[src/rtl/gcd_pkg.sv]
// Shared types and helpers for the handshaked GCD engine.
package gcd_pkg;

    typedef enum logic [1:0] {
        IDLE = 2'd0,
        RUN  = 2'd1,
        DONE = 2'd2
    } gcd_state_e;

    typedef enum logic {
        GCD_SUB   = 1'b0,
        GCD_STEIN = 1'b1
    } gcd_mode_e;

    // Increment that sticks at max_v instead of wrapping.
    function automatic logic [31:0] sat_inc(input logic [31:0] v, input logic [31:0] max_v);
        return (v >= max_v) ? max_v : v + 32'd1;
    endfunction

endpackage

[src/rtl/gcd_engine_hs_if.sv]
// Operand request and result response channels of the GCD engine.
interface gcd_engine_hs_if #(
    parameter int NBITS = 32,
    parameter int CNT_W = 16
);
    logic             in_valid;
    logic             in_ready;
    logic [NBITS-1:0] a_in;
    logic [NBITS-1:0] b_in;
    logic             mode_in;
    logic             out_valid;
    logic             out_ready;
    logic [NBITS-1:0] result;
    logic [CNT_W-1:0] cycles;
    logic             zero_flag;

    modport master (
        output in_valid, a_in, b_in, mode_in, out_ready,
        input  in_ready, out_valid, result, cycles, zero_flag
    );

    modport slave (
        input  in_valid, a_in, b_in, mode_in, out_ready,
        output in_ready, out_valid, result, cycles, zero_flag
    );
endinterface

[src/rtl/gcd_step.sv]
// One GCD iteration, combinational: subtractive Euclid or binary Stein.
module gcd_step
    import gcd_pkg::*;
#(
    parameter int NBITS = 32,
    parameter int KW    = 6
) (
    input  logic [NBITS-1:0] a_i,
    input  logic [NBITS-1:0] b_i,
    input  logic [KW-1:0]    k_i,
    input  gcd_mode_e        mode_i,
    output logic [NBITS-1:0] a_o,
    output logic [NBITS-1:0] b_o,
    output logic [KW-1:0]    k_o,
    output logic             term_o,
    output logic [NBITS-1:0] result_o
);
    logic [NBITS-1:0] diff_ab;
    logic [NBITS-1:0] diff_ba;

    // Each difference is only consumed on the branch where it cannot underflow.
    assign diff_ab = a_i - b_i;
    assign diff_ba = b_i - a_i;

    always_comb begin
        a_o      = a_i;
        b_o      = b_i;
        k_o      = k_i;
        term_o   = 1'b0;
        result_o = '0;
        if (mode_i == GCD_SUB) begin
            if (b_i == '0) begin
                term_o   = 1'b1;
                result_o = a_i;
            end else if (a_i < b_i) begin
                a_o = b_i;
                b_o = a_i;
            end else begin
                a_o = diff_ab;
            end
        end else begin
            if (a_i == '0 || b_i == '0) begin
                term_o   = 1'b1;
                result_o = (a_i | b_i) << k_i;
            end else if (!a_i[0] && !b_i[0]) begin
                a_o = a_i >> 1;
                b_o = b_i >> 1;
                k_o = k_i + KW'(1);
            end else if (!a_i[0]) begin
                a_o = a_i >> 1;
            end else if (!b_i[0]) begin
                b_o = b_i >> 1;
            end else if (a_i >= b_i) begin
                a_o = diff_ab >> 1;
            end else begin
                b_o = diff_ba >> 1;
            end
        end
    end
endmodule

[src/rtl/gcd_engine_hs.sv]
// Handshaked GCD engine: IDLE accepts operands, RUN iterates one step per cycle, DONE holds the result.
module gcd_engine_hs
    import gcd_pkg::*;
#(
    parameter int NBITS = 32,
    parameter int CNT_W = 16
) (
    input logic             clk,
    input logic             reset_n,
    input logic             clear,
    gcd_engine_hs_if.slave  bus
);
    localparam int          KW      = $clog2(NBITS) + 1;
    localparam logic [31:0] CNT_MAX = 32'((64'd1 << CNT_W) - 64'd1);

    gcd_state_e       state_q, state_d;
    gcd_mode_e        mode_q, mode_d;
    logic [NBITS-1:0] a_q, a_d, b_q, b_d, result_q, result_d;
    logic [KW-1:0]    k_q, k_d;
    logic [CNT_W-1:0] cnt_q, cnt_d, cycles_q, cycles_d, cnt_inc;
    logic             zero_q, zero_d;

    logic [NBITS-1:0] step_a, step_b, step_res;
    logic [KW-1:0]    step_k;
    logic             step_term;

    gcd_step #(.NBITS(NBITS), .KW(KW)) u_step (
        .a_i      (a_q),
        .b_i      (b_q),
        .k_i      (k_q),
        .mode_i   (mode_q),
        .a_o      (step_a),
        .b_o      (step_b),
        .k_o      (step_k),
        .term_o   (step_term),
        .result_o (step_res)
    );

    assign cnt_inc = CNT_W'(sat_inc(32'(cnt_q), CNT_MAX));

    always_comb begin
        state_d  = state_q;
        mode_d   = mode_q;
        a_d      = a_q;
        b_d      = b_q;
        k_d      = k_q;
        cnt_d    = cnt_q;
        result_d = result_q;
        cycles_d = cycles_q;
        zero_d   = zero_q;
        if (clear) begin
            state_d = IDLE;
        end else begin
            case (state_q)
                IDLE: if (bus.in_valid) begin
                    a_d     = bus.a_in;
                    b_d     = bus.b_in;
                    mode_d  = gcd_mode_e'(bus.mode_in);
                    k_d     = '0;
                    cnt_d   = '0;
                    zero_d  = (bus.a_in == '0) && (bus.b_in == '0);
                    state_d = RUN;
                end
                RUN: begin
                    a_d   = step_a;
                    b_d   = step_b;
                    k_d   = step_k;
                    cnt_d = cnt_inc;
                    if (step_term) begin
                        result_d = step_res;
                        cycles_d = cnt_inc;
                        state_d  = DONE;
                    end
                end
                DONE: if (bus.out_ready) state_d = IDLE;
                default: state_d = IDLE;
            endcase
        end
    end

    always_ff @(posedge clk or negedge reset_n) begin
        if (!reset_n) begin
            state_q  <= IDLE;
            mode_q   <= GCD_SUB;
            a_q      <= '0;
            b_q      <= '0;
            k_q      <= '0;
            cnt_q    <= '0;
            result_q <= '0;
            cycles_q <= '0;
            zero_q   <= 1'b0;
        end else begin
            state_q  <= state_d;
            mode_q   <= mode_d;
            a_q      <= a_d;
            b_q      <= b_d;
            k_q      <= k_d;
            cnt_q    <= cnt_d;
            result_q <= result_d;
            cycles_q <= cycles_d;
            zero_q   <= zero_d;
        end
    end

    assign bus.in_ready  = (state_q == IDLE);
    assign bus.out_valid = (state_q == DONE);
    assign bus.result    = result_q;
    assign bus.cycles    = cycles_q;
    assign bus.zero_flag = zero_q;
endmodule
[src/flat_wrapper.sv]
// flat-port wrapper written by rule: the top's interface ports become plain ports
module gcd_engine_hs_flat import gcd_pkg::*;
#(
    parameter int NBITS = 32,
    parameter int CNT_W = 16
)
  (clk, reset_n, clear, bus_in_valid, bus_a_in, bus_b_in, bus_mode_in, bus_out_ready, bus_in_ready, bus_out_valid, bus_result, bus_cycles, bus_zero_flag);
  gcd_engine_hs_if #(.NBITS(NBITS), .CNT_W(CNT_W)) bus_i ();
  input logic clk;
  input logic reset_n;
  input logic clear;
  input wire logic [$bits(bus_i.in_valid)-1:0] bus_in_valid;
  input wire logic [$bits(bus_i.a_in)-1:0] bus_a_in;
  input wire logic [$bits(bus_i.b_in)-1:0] bus_b_in;
  input wire logic [$bits(bus_i.mode_in)-1:0] bus_mode_in;
  input wire logic [$bits(bus_i.out_ready)-1:0] bus_out_ready;
  output wire logic [$bits(bus_i.in_ready)-1:0] bus_in_ready;
  output wire logic [$bits(bus_i.out_valid)-1:0] bus_out_valid;
  output wire logic [$bits(bus_i.result)-1:0] bus_result;
  output wire logic [$bits(bus_i.cycles)-1:0] bus_cycles;
  output wire logic [$bits(bus_i.zero_flag)-1:0] bus_zero_flag;
  assign bus_i.in_valid = bus_in_valid;
  assign bus_i.a_in = bus_a_in;
  assign bus_i.b_in = bus_b_in;
  assign bus_i.mode_in = bus_mode_in;
  assign bus_i.out_ready = bus_out_ready;
  assign bus_in_ready = bus_i.in_ready;
  assign bus_out_valid = bus_i.out_valid;
  assign bus_result = bus_i.result;
  assign bus_cycles = bus_i.cycles;
  assign bus_zero_flag = bus_i.zero_flag;
  gcd_engine_hs #(.NBITS(NBITS), .CNT_W(CNT_W)) u_core (.clk(clk), .reset_n(reset_n), .clear(clear), .bus(bus_i));
endmodule
[config.mk]
export PLATFORM = sky130hd
export DESIGN_NAME = gcd_engine_hs_flat
export DESIGN_NICKNAME = d
export VERILOG_FILES = /design/src/rtl/gcd_pkg.sv /design/src/rtl/gcd_engine_hs_if.sv /design/src/rtl/gcd_step.sv /design/src/rtl/gcd_engine_hs.sv /design/src/flat_wrapper.sv
export SDC_FILE = /design/constraint.sdc
export NUM_CORES = 1
export LEC_CHECK = 0
export CORE_MARGIN = 5
export CORE_UTILIZATION = 43
export DETAILED_ROUTE_END_ITERATION = 6
export GPL_TIMING_DRIVEN = 0
export PLACE_DENSITY_LB_ADDON = 0.05
export SLEW_MARGIN = 20
export SYNTH_ARGS = -nofsm -noshare
export SYNTH_HDL_FRONTEND = slang
export SYNTH_HIERARCHICAL = 1
export SYNTH_SLANG_ARGS = --single-unit
[constraint.sdc]
create_clock -name clk -period 9.54 [get_ports clk]
set_input_delay 1.431 -clock clk [delete_from_list [all_inputs] [get_ports clk]]
set_output_delay 1.431 -clock clk [all_outputs]
set_load 0.05 [all_outputs]
==> results of run 1 <==
[cell type report]
type	count	area [um2]
clock inverter	12	139
tap	448	561
fill	3406	16500
buffer	143	582
timing repair buffer	121	1230
multi-input combinational	1574	10300
clock buffer	20	447
sequential	138	3450
inverter	112	420
[power by group through the flow]
stage	clock [mW]	combinational, mW	sequential (mW)
6_report	0.694	2.81	0.867
5_1_grt	0.726	2.95	0.866
4_1_cts	0.703	2.67	0.852
3_5_place_dp	0	2.66	0.863
3_3_place_gp	0	2.65	0.862
2_1_floorplan	0	1.81	0.747
[sequential cells by signal (all words and copies together) (netlist names)]
name / cells
u_core/mode_q: 1
u_core/bus.cycles: 16
u_core/cnt_q: 16
u_core/b_q: 32
u_core/a_q: 32
u_core/bus.zero_flag: 1
u_core/bus.result: 32
u_core/state_q: 2
u_core/k_q: 6
[cells in the mapped netlist, types with 15 or more instances]
library cell	count	area, um2
inv_1	108	405
a22oi_1	16	120
mux2i_1	18	180
xnor2_1	64	561
nor3_1	27	135
nand4_1	17	106
ha_1	98	1230
o22ai_1	43	269
a22o_1	42	368
buf_1	15	56.3
nor2_1	131	492
nand2_1	276	1040
nor4_1	53	332
o31ai_1	17	128
o211ai_1	19	143
dfrtp_1	138	3450
clkbuf_1	99	372
a31oi_1	93	582
nand3_1	34	170
a221oi_1	19	166
buf_2	27	135
o21ai_0	164	821
a211oi_1	21	158
mux4_2	16	360
nor2b_1	80	500
a21oi_1	130	651
[stage by stage]
| step | setup slack, ps | util [%] | cells | power, mW |
|---|---|---|---|---|
| 2_1_floorplan | 6000 | - | 1967 | 2.55 |
| 3_3_place_gp | 1170 | 49.0 | 2535 | 3.51 |
| 3_5_place_dp | 4200 | 49.1 | 2536 | 3.52 |
| 4_1_cts | 4180 | 50.8 | 2568 | 4.23 |
| 5_1_grt | 3890 | 50.9 | 2568 | 4.54 |
| 6_report | 3940 | 50.9 | 2568 | 4.37 |
[critical path, cell delays in order, from the launching register on]
cell	delay [ps]
dfrtp_1	580
inv_1	200
clkbuf_1	560
ha_1	320
fa_1	290
o21bai_1	140
a2111oi_1	940
nor3_1	140
nor3_1	630
a31oi_1	440
a311oi_1	500
xnor2_1	180
a21oi_1	90
a211o_1	240
a31oi_1	130
o21ai_0	90
[path summary, 6_finish.rpt]
path                                       startpoint                    end  slack [ps]  cells after the start
worst max-delay path                    u_core/b_q[0]         u_core/b_q[27]        3940                     15
worst min-delay path            u_core/bus.result[22]  u_core/bus.result[22]         470                      2
worst max register to register          u_core/b_q[0]         u_core/b_q[27]        3940                     15
worst min register to register  u_core/bus.result[22]  u_core/bus.result[22]         470                      2
max in group asynchronous                     reset_n  u_core/bus.cycles[11]        7860                      2
min in group asynchronous                     reset_n  u_core/bus.result[13]         880                      1
[cell families after synthesis]
logic type,Yosys count
simple gates,680
flops,138
fa+ha+maj,100
buf+inv,255
compound gates,682
xor+xnor,68
mux,44
[placed cells by master (no fill, tap or decap), types with 11 or more instances in the layout]
master and n:
nor2b_1 80, clkbuf_16 17, nor2_1 131, a22oi_1 16
o211ai_1 19, a211oi_1 21, a21oi_1 130, a221oi_1 19
buf_1 15, clkbuf_1 101, mux2i_1 18, o21ai_0 163
clkdlybuf4s50_1 119, a222oi_1 14, o22ai_1 43, a31oi_1 93
o31ai_1 17, nor3_1 27, inv_1 108, nand2_1 276
nand2b_1 14, xnor2_1 64, mux4_2 16, nand3_1 34
nor4_1 51, dfrtp_1 138, a22o_1 42, o21bai_1 11
nand4_1 17, buf_2 27, ha_1 98
[per-layer routing]
metal	track usage, %	routed length [um]	vias up
li1	-	-	7504
met1	46.1	28300	8107
met2	58.3	32000	1033
met3	7.46	6690	231
met4	17.5	4020	0
met5	0	0	-
==> results.toml, run 1 <==
[route]
post-route-drc-count = 0
wl_per_cell_um = 27.7
vias_per_cell = 6.57
routed_wl_um = 71000
vias = 16900
antenna_left = 0
drtIter0Drc = 2015
first_pass_iters = 7

[timing]
period_needed_ps = 5600
fmax_mhz = 178
whs_ps = 470
relSlewSlack_pct = 16.7
tns_ps = 0
slew_viol_final = 0
finalSetupViolCount = 0
post-route-period-util_pct = 58.7
hold_viol_final = 0
grt_setup_unrepaired = "false"
tightest_slew_ps = 1240
skew_ps = 19.4

[critical_path]
critPathRequiredTime_ps = 9860
crit_type = "register to register"
crit_path_max_fanout = 11
worst_setup_path_start_kind = "register"
crit_path_end_kind = "register"
arrival_ps = 5920

[global_routing]
grt.total_usage_pct = 36.1
grt_pass1_wl_um = 105000
antenna_found_initial = 0
overflow = 0
grt_max_degree = 93
grt_pass1_vias = 16500

[finish]
area_delta_synth_final_pct = 16.3
drive_gt1_share_pct = 5.57
num_antenna_cells = 0
fin_nets = 2277
finalInstanceArea_um2 = 17100

[min_path]
hp-class = "register to register"

[synthesis]
syn_area_um2 = 14700
syn_nets = 2137
synth_compound_area_share_pct = 30.5
synthFlopType = "dfrtp_1"
syn_inst = 1967
ys_seq_elements = 138
seq_area_frac_synth_pct = 23.5
ys_warn_count = 6
synthArstFlopShare_pct = 100
synthAdderAreaFrac_pct = 8.61
synth-xor-area-share_pct = 4.05
synth_edf_count = 0
synth_top_family_by_area = "compound AO/OA/AOI/OAI gates"
syn_area_per_cell_um2 = 7.47
yosysUniqueCellTypes = 87
synthMuxAreaShare_pct = 4.44
yosys.area_share.simple_pct = 22.1

[cts]
htree_levels = 4
cts_tree = "done"
cts-root-buf = "clkbuf_16"
cts_inserted_buffers = 17
postCtsHoldBufs = 0
cts_resized = 0
cts_num_sinks = 138
clkTransAtPathRegs_ps = 80
clockBufferDepth = 2
clock_latency_ps = 460
postCtsSetupRepairBufs = 0

[power]
pwr-share-clk_pct = 15.9
p_leak_nw = 6.88
power_frac_comb_pct = 64.3
seqPwrFrac_pct = 19.8
powerDensity_nw_per_um2 = 256
intPower_mw = 1.99
switching_share_pct = 54.4
irDropWorstVdd_mv = 0.173
switchingPower_mw = 2.38

[placed_design]
dp_hpwl_um = 56400
numPortBuffers = 120
place_area_um2 = 16500
place_congestion = 1.03

[floorplan]
start_util_pct = 43.7
die_x_um = 195
core_um2 = 33600
die_h_um = 195
rows = 67
die-area_um2 = 38000
ios = 121

[flow_run]
max_cap_violations = 0

[outcome]
outcome = "finished, final reports clean"
(Power assumes the default switching activity.)
==> run 2, diff against run 1 <==
Clock period 9.54 ns to 5.49 ns, I/O delays scaled along.
==> run 2 against run 1 <==
Against the previous run:
- combinational power increased by 74%
- largest cell class unchanged
- global-route usage unchanged
- sequential power increased by 74%
- critical path depth decreased by 2
- non-clock buffer count unchanged
- first-iteration DRC count decreased by 8.3%
- the flow now finishes with violations (design-rule violations)
- largest power group unchanged
- die area unchanged
- cell count about the same
- utilization about the same
==> results.toml, run 2 (same netlist as run 1, synthesis figures left out) <==
[min_path]
hp-class = "input pin to asynchronous set/reset pin"

[power]
intPower_mw = 3.47
pwr-share-clk_pct = 15.9
switching_share_pct = 54.4
p_leak_nw = 6.88
powerDensity_nw_per_um2 = 444
power_frac_comb_pct = 64.3
seqPwrFrac_pct = 19.8
irDropWorstVdd_mv = 0.300
switchingPower_mw = 4.14

[critical_path]
path_cells = "inv_1 -> ha_1 -> nor4_1 -> nand4_1 -> nor3_1 -> a21boi_0 -> a31oi_4 -> nand2_1 -> a31o_2 -> buf_2 -> a222oi_1 -> a31oi_1 -> o21ai_0"
slowest_stage = "nor4_1"
worst_setup_path_start_kind = "register"
crit_path_max_fanout = 10
crit_type = "register to register"
critPathTopFamily = "compound AO/OA/AOI/OAI gates"
crit_buf_inv = 2
arrival_ps = 5770
worstSetupPathDepth = 13
cp_slowest_stage_delay_ps = 1010
critPathRequiredTime_ps = 5850
crit_path_end_kind = "register"
r2r_cells = 13

[timing]
fin_ws_ps = 74.3
slew_viol_final = 0
tightest_slew_ps = 1190
finalSetupViolCount = 0
skew_ps = 19.5
grt_setup_unrepaired = "true"
hold_viol_final = 0
period_needed_ps = 5420
fmax_mhz = 185
relSlewSlack_pct = 20.2
post-route-period-util_pct = 98.6

[cts]
cts_num_sinks = 138
cts_tree = "done"
clockBufferDepth = 2
cts_resized = 0
clock_latency_ps = 460
postCtsHoldBufs = 0
postCtsSetupRepairBufs = 0
cts-root-buf = "clkbuf_16"
cts_inserted_buffers = 17
htree_levels = 4
clkTransAtPathRegs_ps = 60

[floorplan]
rows = 67
start_util_pct = 43.7
ios = 121
core_um2 = 33600
die-area_um2 = 38000
die_x_um = 195
die_h_um = 195

[route]
wl_met2_um = 32000
wl_per_cell_um = 27.7
drtIter0Drc = 1847
vias = 17000
antenna_left = 0
wl_met3_um = 7190
routed_wl_um = 71100
highest_layer = "met4"
m1WireLength_um = 27900
post-route-drc-count = 6
first_pass_iters = 7
vias_per_cell = 6.61

[flow_run]
max_cap_violations = 0

[placed_design]
place_congestion = 1.03
placed_cells = 2536
post-place-ws_ps = 150
dp_hpwl_um = 56400
numPortBuffers = 120

[outcome]
outcome = "finished with violations"
failed_checks = "design-rule violations"

[global_routing]
grt.total_usage_pct = 36.1
overflow = 0
grt_max_degree = 93
antenna_found_initial = 0
grt_pass1_wl_um = 105000
grt_pass1_vias = 16500

[finish]
area_delta_synth_final_pct = 16.4
layout.cells.non_filler = 2569
layout_common_cells = "nand2_1, o21ai_0, dfrtp_1"
fin_nets = 2277
drive_gt1_share_pct = 5.66
final_util_pct = 50.9
final_common_cell = "nand2_1"
## run 2: changes by cell type in the layout (fill, tap and decap cells not counted), sizes merged
cell	change
diode	+1
## run 2: through the flow
step / power [mW] / hold WS, ps / instance area [um2] / setup TNS (ps)
4_1_cts: 7.34 / 277 / 17100 / 0
3_3_place_gp: 6.10 / 459 / 16500 / -310600
6_report: 7.60 / 274 / 17100 / 0
5_1_grt: 7.90 / 291 / 17100 / -1.13
3_5_place_dp: 6.12 / 463 / 16500 / 0
2_1_floorplan: 4.44 / 471 / 14700 / 0
## run 2: layout make-up
| type | instances | area [um2] |
|---|---|---|
| clock inverters | 12 | 139 |
| diodes | 1 | 2.50 |
| well taps | 448 | 561 |
| inverters | 112 | 420 |
| clock buffers | 20 | 447 |
| multi-input cells | 1574 | 10300 |
| flip-flops and latches | 138 | 3450 |
| repair buffers | 121 | 1230 |
| plain buffers | 143 | 582 |
| fillers | 3404 | 16500 |
## run 2: power groups by stage
stage	Clock [mW]	Combinational [mW]	Sequential, mW
after detailed placement	0	4.62	1.50
final	1.21	4.89	1.51
after global placement	0	4.60	1.50
after CTS	1.22	4.64	1.48
after floorplan	0	3.14	1.30
after global routing	1.26	5.14	1.50
## run 2: final timing paths
| check | startpoint | to | slack (ps) |
|---|---|---|---|
| min | reset_n | u_core/bus.result[13] | 270 |
| max reg2reg | u_core/a_q[29] | u_core/a_q[13] | 70 |
| max in group asynchronous | reset_n | u_core/bus.cycles[11] | 4410 |
| min reg2reg | u_core/bus.result[22] | u_core/bus.result[22] | 470 |
| max | u_core/a_q[29] | u_core/a_q[13] | 70 |
| min in group clk | u_core/bus.result[22] | u_core/bus.result[22] | 470 |
## run 2: layer usage
metal  vias to the layer above  GRT usage (%)
met5                         -              0
met2                      1080           58.3
met3                       242           7.46
met1                      8139           46.1
li1                       7527              -
met4                         0           17.5
